File: src/rtl/mem_stage_pkg.sv
// Shared types for the MEM stage.
// Control-word layout, access sizes and FSM states.
package mem_stage_pkg;

  localparam int CTRL_RD_HI  = 11;
  localparam int CTRL_RD_LO  = 7;
  localparam int CTRL_REG_WE = 6;
  localparam int CTRL_RSVD   = 5;
  localparam int CTRL_MEM_RD = 4;
  localparam int CTRL_MEM_WR = 3;
  localparam int CTRL_SZ_HI  = 2;
  localparam int CTRL_SZ_LO  = 1;
  localparam int CTRL_UNSIGN = 0;

  typedef enum logic [1:0] {
    MEM_BYTE = 2'b00,
    MEM_HALF = 2'b01,
    MEM_WORD = 2'b10,
    MEM_ILL  = 2'b11
  } mem_size_e;

  typedef enum logic [1:0] {
    IDLE        = 2'd0,
    WAIT_GNT    = 2'd1,
    WAIT_RVALID = 2'd2
  } mem_state_e;

endpackage

File: src/rtl/tracer_interface.sv
// Trace record handed from stage to stage.
// Sink side reads, source side drives.
interface tracer_interface;
  logic        valid;
  logic [31:0] pc;
  logic [31:0] instr;
  logic [31:0] mem_data;

  modport sink (
    input valid, pc, instr, mem_data
  );
  modport source (
    output valid, pc, instr, mem_data
  );
endinterface

File: src/rtl/memory_stage_load_store_aligner.sv
// Lane steering for sub-word loads and stores.
// Purely combinational; also flags misaligned accesses.
module load_store_aligner
  import mem_stage_pkg::*;
#(
  parameter int W = 32
) (
  input  logic [1:0]   addr_i,
  input  mem_size_e    sz_i,
  input  logic         unsigned_i,
  input  logic [W-1:0] sdata_i,
  input  logic [W-1:0] rdata_i,
  output logic [3:0]   be_o,
  output logic [W-1:0] wdata_o,
  output logic [W-1:0] ldata_o,
  output logic         misal_o
);

  logic [W-1:0] sh;

  assign sh = rdata_i >> {addr_i, 3'b000};

  // Decode size into enables, replicated data and extended load
  always_comb begin
    be_o    = 4'b0000;
    wdata_o = sdata_i;
    ldata_o = rdata_i;
    misal_o = 1'b0;
    unique case (sz_i)
      MEM_BYTE: begin
        be_o    = 4'b0001 << addr_i;
        wdata_o = {4{sdata_i[7:0]}};
        ldata_o = unsigned_i ? {24'h0, sh[7:0]}
                             : {{24{sh[7]}}, sh[7:0]};
      end
      MEM_HALF: begin
        be_o    = addr_i[1] ? 4'b1100 : 4'b0011;
        wdata_o = {2{sdata_i[15:0]}};
        ldata_o = unsigned_i ? {16'h0, sh[15:0]}
                             : {{16{sh[15]}}, sh[15:0]};
        misal_o = addr_i[0];
      end
      MEM_WORD: begin
        be_o    = 4'b1111;
        misal_o = |addr_i;
      end
      MEM_ILL: begin
        misal_o = 1'b1;
      end
      default: misal_o = 1'b1;
    endcase
  end

endmodule

File: src/rtl/memory_stage.sv
// MEM pipeline stage: data-memory access FSM,
// stall generation and the MEM/WB register.
module memory_stage
  import mem_stage_pkg::*;
#(
  parameter int size = 32
) (
  input  logic            clk,
  input  logic            reset,
  input  logic [size-1:0] calculated_result_i,
  input  logic [size-1:0] store_data_i,
  input  logic [11:0]     control_signal_i,
  output logic            dmem_req_o,
  output logic            dmem_we_o,
  output logic [size-1:0] dmem_addr_o,
  output logic [3:0]      dmem_be_o,
  output logic [size-1:0] dmem_wdata_o,
  input  logic            dmem_gnt_i,
  input  logic            dmem_rvalid_i,
  input  logic [size-1:0] dmem_rdata_i,
  output logic            stall_o,
  output logic            misaligned_o,
  output logic [size-1:0] wb_data_o,
  output logic [4:0]      wb_rd_o,
  output logic            wb_we_o,
  tracer_interface.sink   tracer_if_i,
  tracer_interface.source tracer_if_o
);

  logic            rd_en, wr_en, reg_we, mem_op;
  logic            is_load, go, bad_acc;
  logic            misal, retire, ld_ret;
  logic            unused_rsvd;
  logic [size-1:0] ldata;
  mem_size_e       msz;
  mem_state_e      state_q, state_d;
  logic            tr_valid_q;
  logic [31:0]     tr_pc_q, tr_instr_q, tr_mem_q;

  assign rd_en   = control_signal_i[CTRL_MEM_RD];
  assign wr_en   = control_signal_i[CTRL_MEM_WR];
  assign reg_we  = control_signal_i[CTRL_REG_WE];
  assign msz     = mem_size_e'(control_signal_i[CTRL_SZ_HI:CTRL_SZ_LO]);
  assign mem_op  = rd_en | wr_en;
  assign is_load = rd_en;
  assign bad_acc = mem_op & misal;
  assign go      = mem_op & ~misal;
  assign unused_rsvd = control_signal_i[CTRL_RSVD];

  load_store_aligner #(.W(size)) u_align (
    .addr_i     (calculated_result_i[1:0]),
    .sz_i       (msz),
    .unsigned_i (control_signal_i[CTRL_UNSIGN]),
    .sdata_i    (store_data_i),
    .rdata_i    (dmem_rdata_i),
    .be_o       (dmem_be_o),
    .wdata_o    (dmem_wdata_o),
    .ldata_o    (ldata),
    .misal_o    (misal)
  );

  assign dmem_we_o   = ~is_load;
  assign dmem_addr_o = {calculated_result_i[size-1:2], 2'b00};
  assign ld_ret      = (state_q == WAIT_RVALID) & dmem_rvalid_i;
  assign stall_o     = ~retire;

  // Request, retire and next-state decode
  always_comb begin
    dmem_req_o = 1'b0;
    retire     = 1'b0;
    state_d    = state_q;
    unique case (state_q)
      IDLE: begin
        dmem_req_o = go;
        retire     = ~go | (dmem_gnt_i & ~is_load);
        if (go & dmem_gnt_i & is_load)
          state_d = WAIT_RVALID;
        else if (go & ~dmem_gnt_i)
          state_d = WAIT_GNT;
      end
      WAIT_GNT: begin
        dmem_req_o = 1'b1;
        retire     = dmem_gnt_i & ~is_load;
        if (dmem_gnt_i)
          state_d = is_load ? WAIT_RVALID : IDLE;
      end
      WAIT_RVALID: begin
        retire = dmem_rvalid_i;
        if (dmem_rvalid_i)
          state_d = IDLE;
      end
      default: state_d = IDLE;
    endcase
  end

  // FSM state and MEM/WB register; bubble while stalled
  always_ff @(posedge clk or negedge reset) begin
    if (!reset) begin
      state_q      <= IDLE;
      wb_data_o    <= '0;
      wb_rd_o      <= '0;
      wb_we_o      <= 1'b0;
      misaligned_o <= 1'b0;
      tr_valid_q   <= 1'b0;
      tr_pc_q      <= '0;
      tr_instr_q   <= '0;
      tr_mem_q     <= '0;
    end else begin
      state_q <= state_d;
      if (retire) begin
        wb_data_o    <= ld_ret ? ldata : calculated_result_i;
        wb_rd_o      <= control_signal_i[CTRL_RD_HI:CTRL_RD_LO];
        wb_we_o      <= reg_we & ~bad_acc & (is_load | ~wr_en);
        misaligned_o <= bad_acc;
        tr_valid_q   <= tracer_if_i.valid;
        tr_pc_q      <= tracer_if_i.pc;
        tr_instr_q   <= tracer_if_i.instr;
        tr_mem_q     <= ld_ret ? ldata : tracer_if_i.mem_data;
      end else begin
        wb_we_o      <= 1'b0;
        misaligned_o <= 1'b0;
        tr_valid_q   <= 1'b0;
      end
    end
  end

  assign tracer_if_o.valid    = tr_valid_q;
  assign tracer_if_o.pc       = tr_pc_q;
  assign tracer_if_o.instr    = tr_instr_q;
  assign tracer_if_o.mem_data = tr_mem_q;

endmodule

File: src/flat_wrapper.sv
// flat-port wrapper written by rule: the top's interface ports become plain ports
module memory_stage_flat import mem_stage_pkg::*;
#(
  parameter int size = 32
)
  (clk, reset, calculated_result_i, store_data_i, control_signal_i, dmem_req_o, dmem_we_o, dmem_addr_o, dmem_be_o, dmem_wdata_o, dmem_gnt_i, dmem_rvalid_i, dmem_rdata_i, stall_o, misaligned_o, wb_data_o, wb_rd_o, wb_we_o, tracer_if_i_valid, tracer_if_i_pc, tracer_if_i_instr, tracer_if_i_mem_data, tracer_if_o_valid, tracer_if_o_pc, tracer_if_o_instr, tracer_if_o_mem_data);
  tracer_interface tracer_if_i_i ();
  tracer_interface tracer_if_o_i ();
  input  logic clk;
  input  logic reset;
  input  logic [size-1:0] calculated_result_i;
  input  logic [size-1:0] store_data_i;
  input  logic [11:0] control_signal_i;
  output logic dmem_req_o;
  output logic dmem_we_o;
  output logic [size-1:0] dmem_addr_o;
  output logic [3:0] dmem_be_o;
  output logic [size-1:0] dmem_wdata_o;
  input  logic dmem_gnt_i;
  input  logic dmem_rvalid_i;
  input  logic [size-1:0] dmem_rdata_i;
  output logic stall_o;
  output logic misaligned_o;
  output logic [size-1:0] wb_data_o;
  output logic [4:0] wb_rd_o;
  output logic wb_we_o;
  input wire logic [$bits(tracer_if_i_i.valid)-1:0] tracer_if_i_valid;
  input wire logic [$bits(tracer_if_i_i.pc)-1:0] tracer_if_i_pc;
  input wire logic [$bits(tracer_if_i_i.instr)-1:0] tracer_if_i_instr;
  input wire logic [$bits(tracer_if_i_i.mem_data)-1:0] tracer_if_i_mem_data;
  output wire logic [$bits(tracer_if_o_i.valid)-1:0] tracer_if_o_valid;
  output wire logic [$bits(tracer_if_o_i.pc)-1:0] tracer_if_o_pc;
  output wire logic [$bits(tracer_if_o_i.instr)-1:0] tracer_if_o_instr;
  output wire logic [$bits(tracer_if_o_i.mem_data)-1:0] tracer_if_o_mem_data;
  assign tracer_if_i_i.valid = tracer_if_i_valid;
  assign tracer_if_i_i.pc = tracer_if_i_pc;
  assign tracer_if_i_i.instr = tracer_if_i_instr;
  assign tracer_if_i_i.mem_data = tracer_if_i_mem_data;
  assign tracer_if_o_valid = tracer_if_o_i.valid;
  assign tracer_if_o_pc = tracer_if_o_i.pc;
  assign tracer_if_o_instr = tracer_if_o_i.instr;
  assign tracer_if_o_mem_data = tracer_if_o_i.mem_data;
  memory_stage #(.size(size)) u_core (.clk(clk), .reset(reset), .calculated_result_i(calculated_result_i), .store_data_i(store_data_i), .control_signal_i(control_signal_i), .dmem_req_o(dmem_req_o), .dmem_we_o(dmem_we_o), .dmem_addr_o(dmem_addr_o), .dmem_be_o(dmem_be_o), .dmem_wdata_o(dmem_wdata_o), .dmem_gnt_i(dmem_gnt_i), .dmem_rvalid_i(dmem_rvalid_i), .dmem_rdata_i(dmem_rdata_i), .stall_o(stall_o), .misaligned_o(misaligned_o), .wb_data_o(wb_data_o), .wb_rd_o(wb_rd_o), .wb_we_o(wb_we_o), .tracer_if_i(tracer_if_i_i), .tracer_if_o(tracer_if_o_i));
endmodule
File: config.mk
export PLATFORM = sky130hd
export DESIGN_NAME = memory_stage_flat
export DESIGN_NICKNAME = d
export VERILOG_FILES = /design/src/rtl/mem_stage_pkg.sv /design/src/rtl/tracer_interface.sv /design/src/rtl/memory_stage_load_store_aligner.sv /design/src/rtl/memory_stage.sv /design/src/flat_wrapper.sv
export SDC_FILE = /design/constraint.sdc
export NUM_CORES = 1
export LEC_CHECK = 0
export ABC_AREA = 1
export CAP_MARGIN = 20
export CORE_AREA = 3 3 161 163
export CTS_CLUSTER_DIAMETER = 120
export DETAILED_ROUTE_END_ITERATION = 7
export DIE_AREA = 0 0 164 166
export HOLD_SLACK_MARGIN = 0.1
export MAX_ROUTING_LAYER = met4
export PLACE_DENSITY = 0.75
export SLEW_MARGIN = 20
export SYNTH_ARGS = -nofsm -noshare
export SYNTH_HDL_FRONTEND = slang
export SYNTH_HIERARCHICAL = 1
export SYNTH_SLANG_ARGS = --single-unit
File: constraint.sdc
create_clock -name clk -period 3.3 [get_ports clk]
set_input_delay 0.99 -clock clk [delete_from_list [all_inputs] [get_ports clk]]
set_output_delay 0.99 -clock clk [all_outputs]
set_load 0.1 [all_outputs]
==> results by group, run 1 <==
Outcome
  – Status: finished clean

STA
  – Max-slew headroom: 44.56%
  – Final critical-path share of the clock period: 97.05%
  – Final setup violation count: 0
  – Final slew viol count: 0
  – Worst Clk Skew: 0.008537 ns
  – Worst Hold Margin: 0.5016 ns
  – FMAX: 312.2 MHz
  – Unrepaired setup endpoints after global routing: no
  – Hold Fails Final Rpt: 0
  – Slew @ Worst Pin: 0.8316 ns
  – Final min period: 3.203 ns

Yosys
  – Unique cell type count in the Yosys netlist: 22
  – Count leader, synth: nand2_1
  – Post-Synth Adder-Cell Area: 0%
  – Simple-gate share of the synthesized area: 40.38%
  – Post-synth EDFFs: 0
  – Synth Area in Compound Gates: 5.153%
  – Sequential-to-total area share from yosys stat: 44.58%
  – Seq cells post-synth: 138
  – Largest family of logic cells by synthesized area: simple AND/OR/NAND/NOR gates
  – Syn avg cell area: 7.042 sq um
  – Asr flop ratio synth: 100.0%
  – Top cells by count, synth: 541 x nand2_1, 184 x nand3_1, 138 x dfrtp_1
  – Gate count after technology mapping: 1100
  – Synth top area share: 44.58%
  – Post-Syn Area: 7746 sq um
  – Top area cells in the synthesized netlist: dfrtp_1 45%, nand2_1 26%, nand3_1 12%, buf_4 4.8%, o21ai_0 4.5%
  – Post-Synth XOR/XNOR Area: 0%
  – Top_reg_cell synth: dfrtp_1
  – Yosys Warn Count: 6
  – Mux share of post-synthesis cell area: 0%
  – Largest area contributor in the netlist: dfrtp_1

Floorplan
  – Die Span Y: 166 microns
  – Rows: 57
  – Starting Density: 31.67%
  – Die Wd: 164 microns
  – Die area: 27220 sq um
  – Core Region: 24460 sq um
  – I/O Pins: 416

Detailed routing
  – Antenna viol nets, final: 0
  – Top Metal Used: met4
  – WL met1: 12.53 mm
  – Drt wl/cell: 17.93 microns
  – First drt pass iteration count: 5
  – Via count: 8704
  – Iteration-0 DRC count of the detailed router: 734
  – Met2 routed WL: 15.92 mm
  – Met3 WL: 2.598 mm
  – Drt via density: 4.868
  – Residual DRC count: 0
  – Total wire length: 32.06 mm

Worst setup path
  – CP most frequent cell: nand2_4
  – Critical-path maximum fanout: 4
  – Crit path largest cell delay: 0.54 ns
  – Required time worst endpoint: 2.31 ns
  – Slowest CP cell: clkdlybuf4s50_1
  – Critical path arrival: 2.21 ns
  – Worst-path cell chain: clkdlybuf4s50_1, inv_4, nand2_1, nand3_2, nand2_4, nand2_4, clkinvlp_4, buf_12
  – Crit end category: primary output
  – WS Path Type: primary input to primary output
  – Nature of the critical path startpoint: primary input

Placement
  – Final HPWL DP: 23.81 mm
  – Placed Instances: 1756
  – Port Buf Inserts: 412
  – Gpl congestion: 0.8830

Clocking
  – CTS root buf: clkbuf_16
  – CTS Hold Buffers Added: 0
  – Htree depth: 4
  – CTS tree: yes
  – Skew-Pair Late Insertion Delay: 0.41 ns
  – Maximum root-to-sink buffer count: 2
  – Number of CTS-inserted buffers: 17
  – Post-CTS Setup Bufs: 0
  – Clock-pin slew on the worst setup and hold paths: 0.06 ns
  – Clk sinks: 138

Global route
  – Remaining Overflow, GRT: 0
  – Largest net degree at the start of global routing: 134
  – Vias in the first global route: 8737
  – First-pass GRT wire length: 48.57 mm
  – Global Route Usage Sum: 23.37%
  – Initial antenna violation count: 1

Final layout
  – Nets: 1660
  – Layout Cells excl Fill: 1788
  – Layout cells sized above 1: 20.71%
  – Synthesis-to-finish area growth: 66.40%

Hold path
  – HP Class: primary input to async pin

Flow run
  – Maxcap violations: 0
==> timing repair <==
item	in CTS	in global routing
setup endpoints to repair	22	5
pin swaps	2	1
resized for setup	8	4
==> state kept, by name, indices dropped and copies added, names as in the netlist <==
signal,cells
u_core/tracer_if_o.instr,32
u_core/tracer_if_o.mem_data,32
u_core/tracer_if_o.pc,32
u_core/wb_data_o,32
u_core/wb_rd_o,5
u_core/state_q,2
u_core/misaligned_o,1
u_core/tracer_if_o.valid,1
u_core/wb_we_o,1
==> cell usage in the layout, fill, tap and decap left out, types with 2 or more instances in the layout <==
| cell type | n |
|---|---|
| nor2_4 | 7 |
| nor2_1 | 10 |
| buf_6 | 2 |
| clkinvlp_4 | 6 |
| inv_2 | 10 |
| bufinv_16 | 2 |
| inv_6 | 5 |
| clkbuf_16 | 17 |
| o21ai_1 | 5 |
| dfrtp_1 | 138 |
| o21ai_0 | 66 |
| nand3_1 | 183 |
| o21ai_4 | 2 |
| dlygate4sd2_1 | 2 |
| nand2_2 | 4 |
| nand2_1 | 539 |
| nand2_4 | 2 |
| conb_1 | 2 |
| buf_4 | 164 |
| inv_1 | 8 |
| nand3_2 | 3 |
| o211ai_1 | 2 |
| inv_8 | 2 |
| clkdlybuf4s50_1 | 202 |
| buf_12 | 73 |
==> cell families (layout without fill, tap and decap cells) <==
| family | after synthesis | count (layout) |
|---|---|---|
| AO/OA/AOI/OAI | 78 | 78 |
| buffers and inverters | 134 | 496 |
| flip-flops | 138 | 138 |
| other | 1 | 3 |
| AND/OR/NAND/NOR | 749 | 749 |
==> final cells by class <==
type | instances | area (sq um)
Timing Repair Buffer | 445 | 4772
Antenna cell | 1 | 2.502
Fill cell | 2293 | 11570
Clock buffer | 17 | 425.4
Multi-Input combinational cell | 829 | 3586
Clock inverter | 14 | 163.9
Sequential cell | 138 | 3453
Inverter | 20 | 81.33
Tap cell | 324 | 405.4
==> worst max-delay path, delay by kind of cell <==
| family | cells | cell delay [ns] |
|---|---|---|
| AND/OR/NAND/NOR | 4 | 0.36 |
| buffers and inverters | 4 | 0.86 |
==> routing by layer <==
layer | track usage (%) | vias to the layer above
li1 | - | 4172
met1 | 27.06 | 4051
met2 | 39.84 | 427
met3 | 5.338 | 54
met4 | 7.723 | 0
met5 | - | -
==> path summary, 6_finish.rpt <==
path | start | end | slack (ns) | cells after the start
min | reset | u_core/tracer_if_o.instr[9] | 0.50 | 1
max in group asynchronous | reset | u_core/tracer_if_o.instr[21] | 2.14 | 2
min in group clk | u_core/tracer_if_o.instr[30] | u_core/tracer_if_o.instr[30] | 0.51 | 2
max reg2reg | u_core/state_q[1] | u_core/tracer_if_o.pc[4] | 1.27 | 9
max | control_signal_i[4] | stall_o | 0.1 | 8
min reg2reg | u_core/tracer_if_o.instr[30] | u_core/tracer_if_o.instr[30] | 0.51 | 2
==> stage by stage <==
step                util (%)  setup TNS, ns  setup WS [ns]  cell area (sq um)
floorplan                  -         -1.556        -0.5037               7790
global placement       50.13         -4.075        -0.1871              12260
detailed placement     50.13         -5.328        -0.1832              12260
CTS                    52.63              0       0.004294              12870
global route           52.69              0       0.006689              12890
finish                 52.69              0        0.09736              12890
Power of run 1 is not shown: default switching activity piles up to over one toggle a cycle in this logic, so the estimate is an artifact.
==> inputs of run 2 (changes only) <==
==> constraint.sdc (replaced) <==
create_clock -name clk -period 3.3 [get_ports clk]
set_input_delay 0.495 -clock clk [delete_from_list [all_inputs] [get_ports clk]]
set_output_delay 0.495 -clock clk [all_outputs]
set_load 0.1 [all_outputs]
==> run 2 against run 1 <==
Design area fell by 4.2%. First-iteration DRC count rose by 0.95%. Fmax rose by 3.5%. Sequential share of layout area rose by 1.2 points. Via count fell by 1.3%. Core utilization fell by 2.2 points. Largest cell class unchanged.
==> results by group, run 2 (synthesized netlist as in run 1, its figures left out) <==
Outcome
  – Status: finished clean

STA
  – Final critical-path share of the clock period: 93.74% (-3.3 points)
  – FMAX: 323.3 MHz (+3.5%)
  – Final slew viol count: 0 (unchanged)
  – Final min period: 3.093 ns (-0.1093 ns)
  – Hold Fails Final Rpt: 0 (unchanged)
  – Setup TNS: 0 ns (unchanged)
  – Unrepaired setup endpoints after global routing: no
  – Final setup violation count: 0 (unchanged)
  – Worst Clk Skew: 0.01827 ns (+0.009736 ns)
  – Max-slew headroom: 32.34% (-12 points)
  – Slew @ Worst Pin: 1.012 ns (+0.1802 ns)

Detailed routing
  – Via count: 8587 (-1.3%)
  – Residual DRC count: 0 (unchanged)
  – First drt pass iteration count: 5 (unchanged)
  – Total wire length: 31.89 mm (-0.53%)
  – Drt via density: 4.854 (-0.28%)
  – Drt wl/cell: 18.03 microns (+0.54%)
  – Antenna viol nets, final: 0 (unchanged)
  – Iteration-0 DRC count of the detailed router: 741 (+0.95%)

Worst setup path
  – CP bufs+invs: 5 (+1)
  – Critical path arrival: 2.60 ns (+0.39 ns)
  – Required time worst endpoint: 2.80 ns (+0.49 ns)
  – Slowest CP cell: o21ai_0
  – RR Endpoint: u_core/tracer_if_o.instr[15]
  – CP startpoint: calculated_result_i[0]
  – Top Family by Delay on Critical Path: buffers and inverters
  – Critical-path maximum fanout: 5 (+1)
  – R2R Setup Slk: 1.56 ns (+0.29 ns)
  – Worst r2r path cells: 8 (-1)
  – Crit end category: primary output
  – Crit path largest cell delay: 0.67 ns (+0.13 ns)
  – WS Path Type: primary input to primary output
  – Worst-path cell chain: clkdlybuf4s50_1, inv_2, o21ai_0, inv_1, nand3_1, nand2_4, nand2_4, inv_1, buf_12
  – Reg-to-reg startpoint: u_core/state_q[1]
  – Nature of the critical path startpoint: primary input

Placement
  – Port Buf Inserts: 412 (unchanged)
  – Post-DP Area: 11770 sq um (-4.0%)
  – Final HPWL DP: 23.30 mm (-2.1%)
  – Gpl congestion: 0.8485 (-3.9%)

Final layout
  – Commonest non-fill, non-tap cell in the layout: nand2_1
  – Layout cells sized above 1: 11.76% (-8.9 points)
  – Most frequent cells in the layout: 540 x nand2_1, 312 x clkdlybuf4s50_1, 184 x nand3_1, 138 x dfrtp_1, 87 x buf_4
  – Synthesis-to-finish area growth: 59.42%
  – Nets: 1641 (-1.1%)
  – Final Cell Area: 12350 sq um (-4.2%)
  – Final core occ: 50.48% (-2.2 points)
  – Antenna fix cells: 0 (-1)

Clocking
  – Clock-pin slew on the worst setup and hold paths: 0.06 ns (about the same)
  – Number of CTS-inserted buffers: 17 (unchanged)
  – Clk sinks: 138 (unchanged)
  – CTS root buf: clkbuf_16
  – Maximum root-to-sink buffer count: 2 (unchanged)
  – CTS Hold Buffers Added: 0 (unchanged)
  – PostCTS Resize Cnt: 0 (-8)
  – Skew-Pair Late Insertion Delay: 0.43 ns (+0.02 ns)
  – CTS tree: yes
  – Htree depth: 4 (unchanged)
  – Post-CTS Setup Bufs: 0 (unchanged)

Global route
  – First-pass GRT wire length: 48.36 mm (-0.44%)
  – Initial antenna violation count: 0 (-1)
  – Vias in the first global route: 8459 (-3.2%)
  – Remaining Overflow, GRT: 0 (unchanged)
  – Largest net degree at the start of global routing: 136 (+1.5%)
  – Global Route Usage Sum: 23.41% (+0.046 points)

Floorplan
  – Die Wd: 164 microns (unchanged)
  – Die area: 27220 sq um (unchanged)
  – I/O Pins: 416 (unchanged)
  – Starting Density: 31.67% (unchanged)
  – Rows: 57 (unchanged)
  – Core Region: 24460 sq um (unchanged)
  – Die Span Y: 166 microns (unchanged)

Flow run
  – Maxcap violations: 0 (unchanged)

Hold path
  – HP Class: primary input to async pin
-- run 2: cell types whose count changed in the layout (fill, tap and decap cells not counted), moves of 2 or more --
cell | previous run | this run
clkdlybuf4s50_1 | 202 | 312
inv_6 | 5 | 7
clkinvlp_4 | 6 | 4
o21ai_0 | 66 | 68
buf_4 | 164 | 87
inv_1 | 8 | 10
dlygate4sd2_1 | 2 | 0
buf_12 | 73 | 25
o21ai_4 | 2 | 0
-- run 2: through the flow --
step                      hold WS (ns)  setup WS [ns]  cells
after floorplan                 0.1994         0.4101   1101
after global placement          0.4922         0.3141   1737
after detailed placement        0.4933         0.2588   1737
after CTS                       0.1091         0.2712   1769
after global routing            0.1258         0.1894   1769
final                          0.09650         0.2066   1769
-- run 2: layout make-up --
class | count | area [sq um]
Clock buffer | 19 | 442.9
Clock inverter | 13 | 132.6
Fill cell | 2333 | 12110
Inverter | 20 | 75.07
Sequential cell | 138 | 3453
Timing Repair Buffer | 426 | 4293
Multi-Input combinational cell | 829 | 3547
Tap cell | 324 | 405.4
-- run 2: how the worst max path moves through the flow --
stage	endpoint	cells past startpoint
floorplan	dmem_wdata_o[24]	4
global placement	stall_o	9
detailed placement	u_core/tracer_if_o.instr[15]	10
CTS	stall_o	9
global route	stall_o	9
finish	stall_o	9
-- run 2: per-layer routing --
layer  vias up  part of all wire [%]  global-route usage, %
met3        37                   7.6                  5.263
met5         -                     0                      -
met2       397                    51                  41.10
met4         0                   2.5                  6.878
met1      4016                    38                  26.50
li1       4137                     -                      -
-- run 2: worst register-to-register path, delay by kind of cell, from the launching register on --
kind	cells	cell delay, ns
buffers and inverters	2	0.54
flip-flops	1	0.41
AND/OR/NAND/NOR	6	0.74
Power of run 2 is left out for the same reason.
==> inputs of run 3 (changes only) <==
--- a/config.mk
+++ b/config.mk
@@ -6,7 +6,6 @@
 export NUM_CORES = 1
 export LEC_CHECK = 0
 export ABC_AREA = 1
-export CAP_MARGIN = 20
 export CORE_AREA = 3 3 161 163
 export CTS_CLUSTER_DIAMETER = 120
 export DETAILED_ROUTE_END_ITERATION = 7
==> results of run 3 <==
Final layout, timing and power as in run 2 (identical DEF).
Power of run 3 is left out for the same reason.
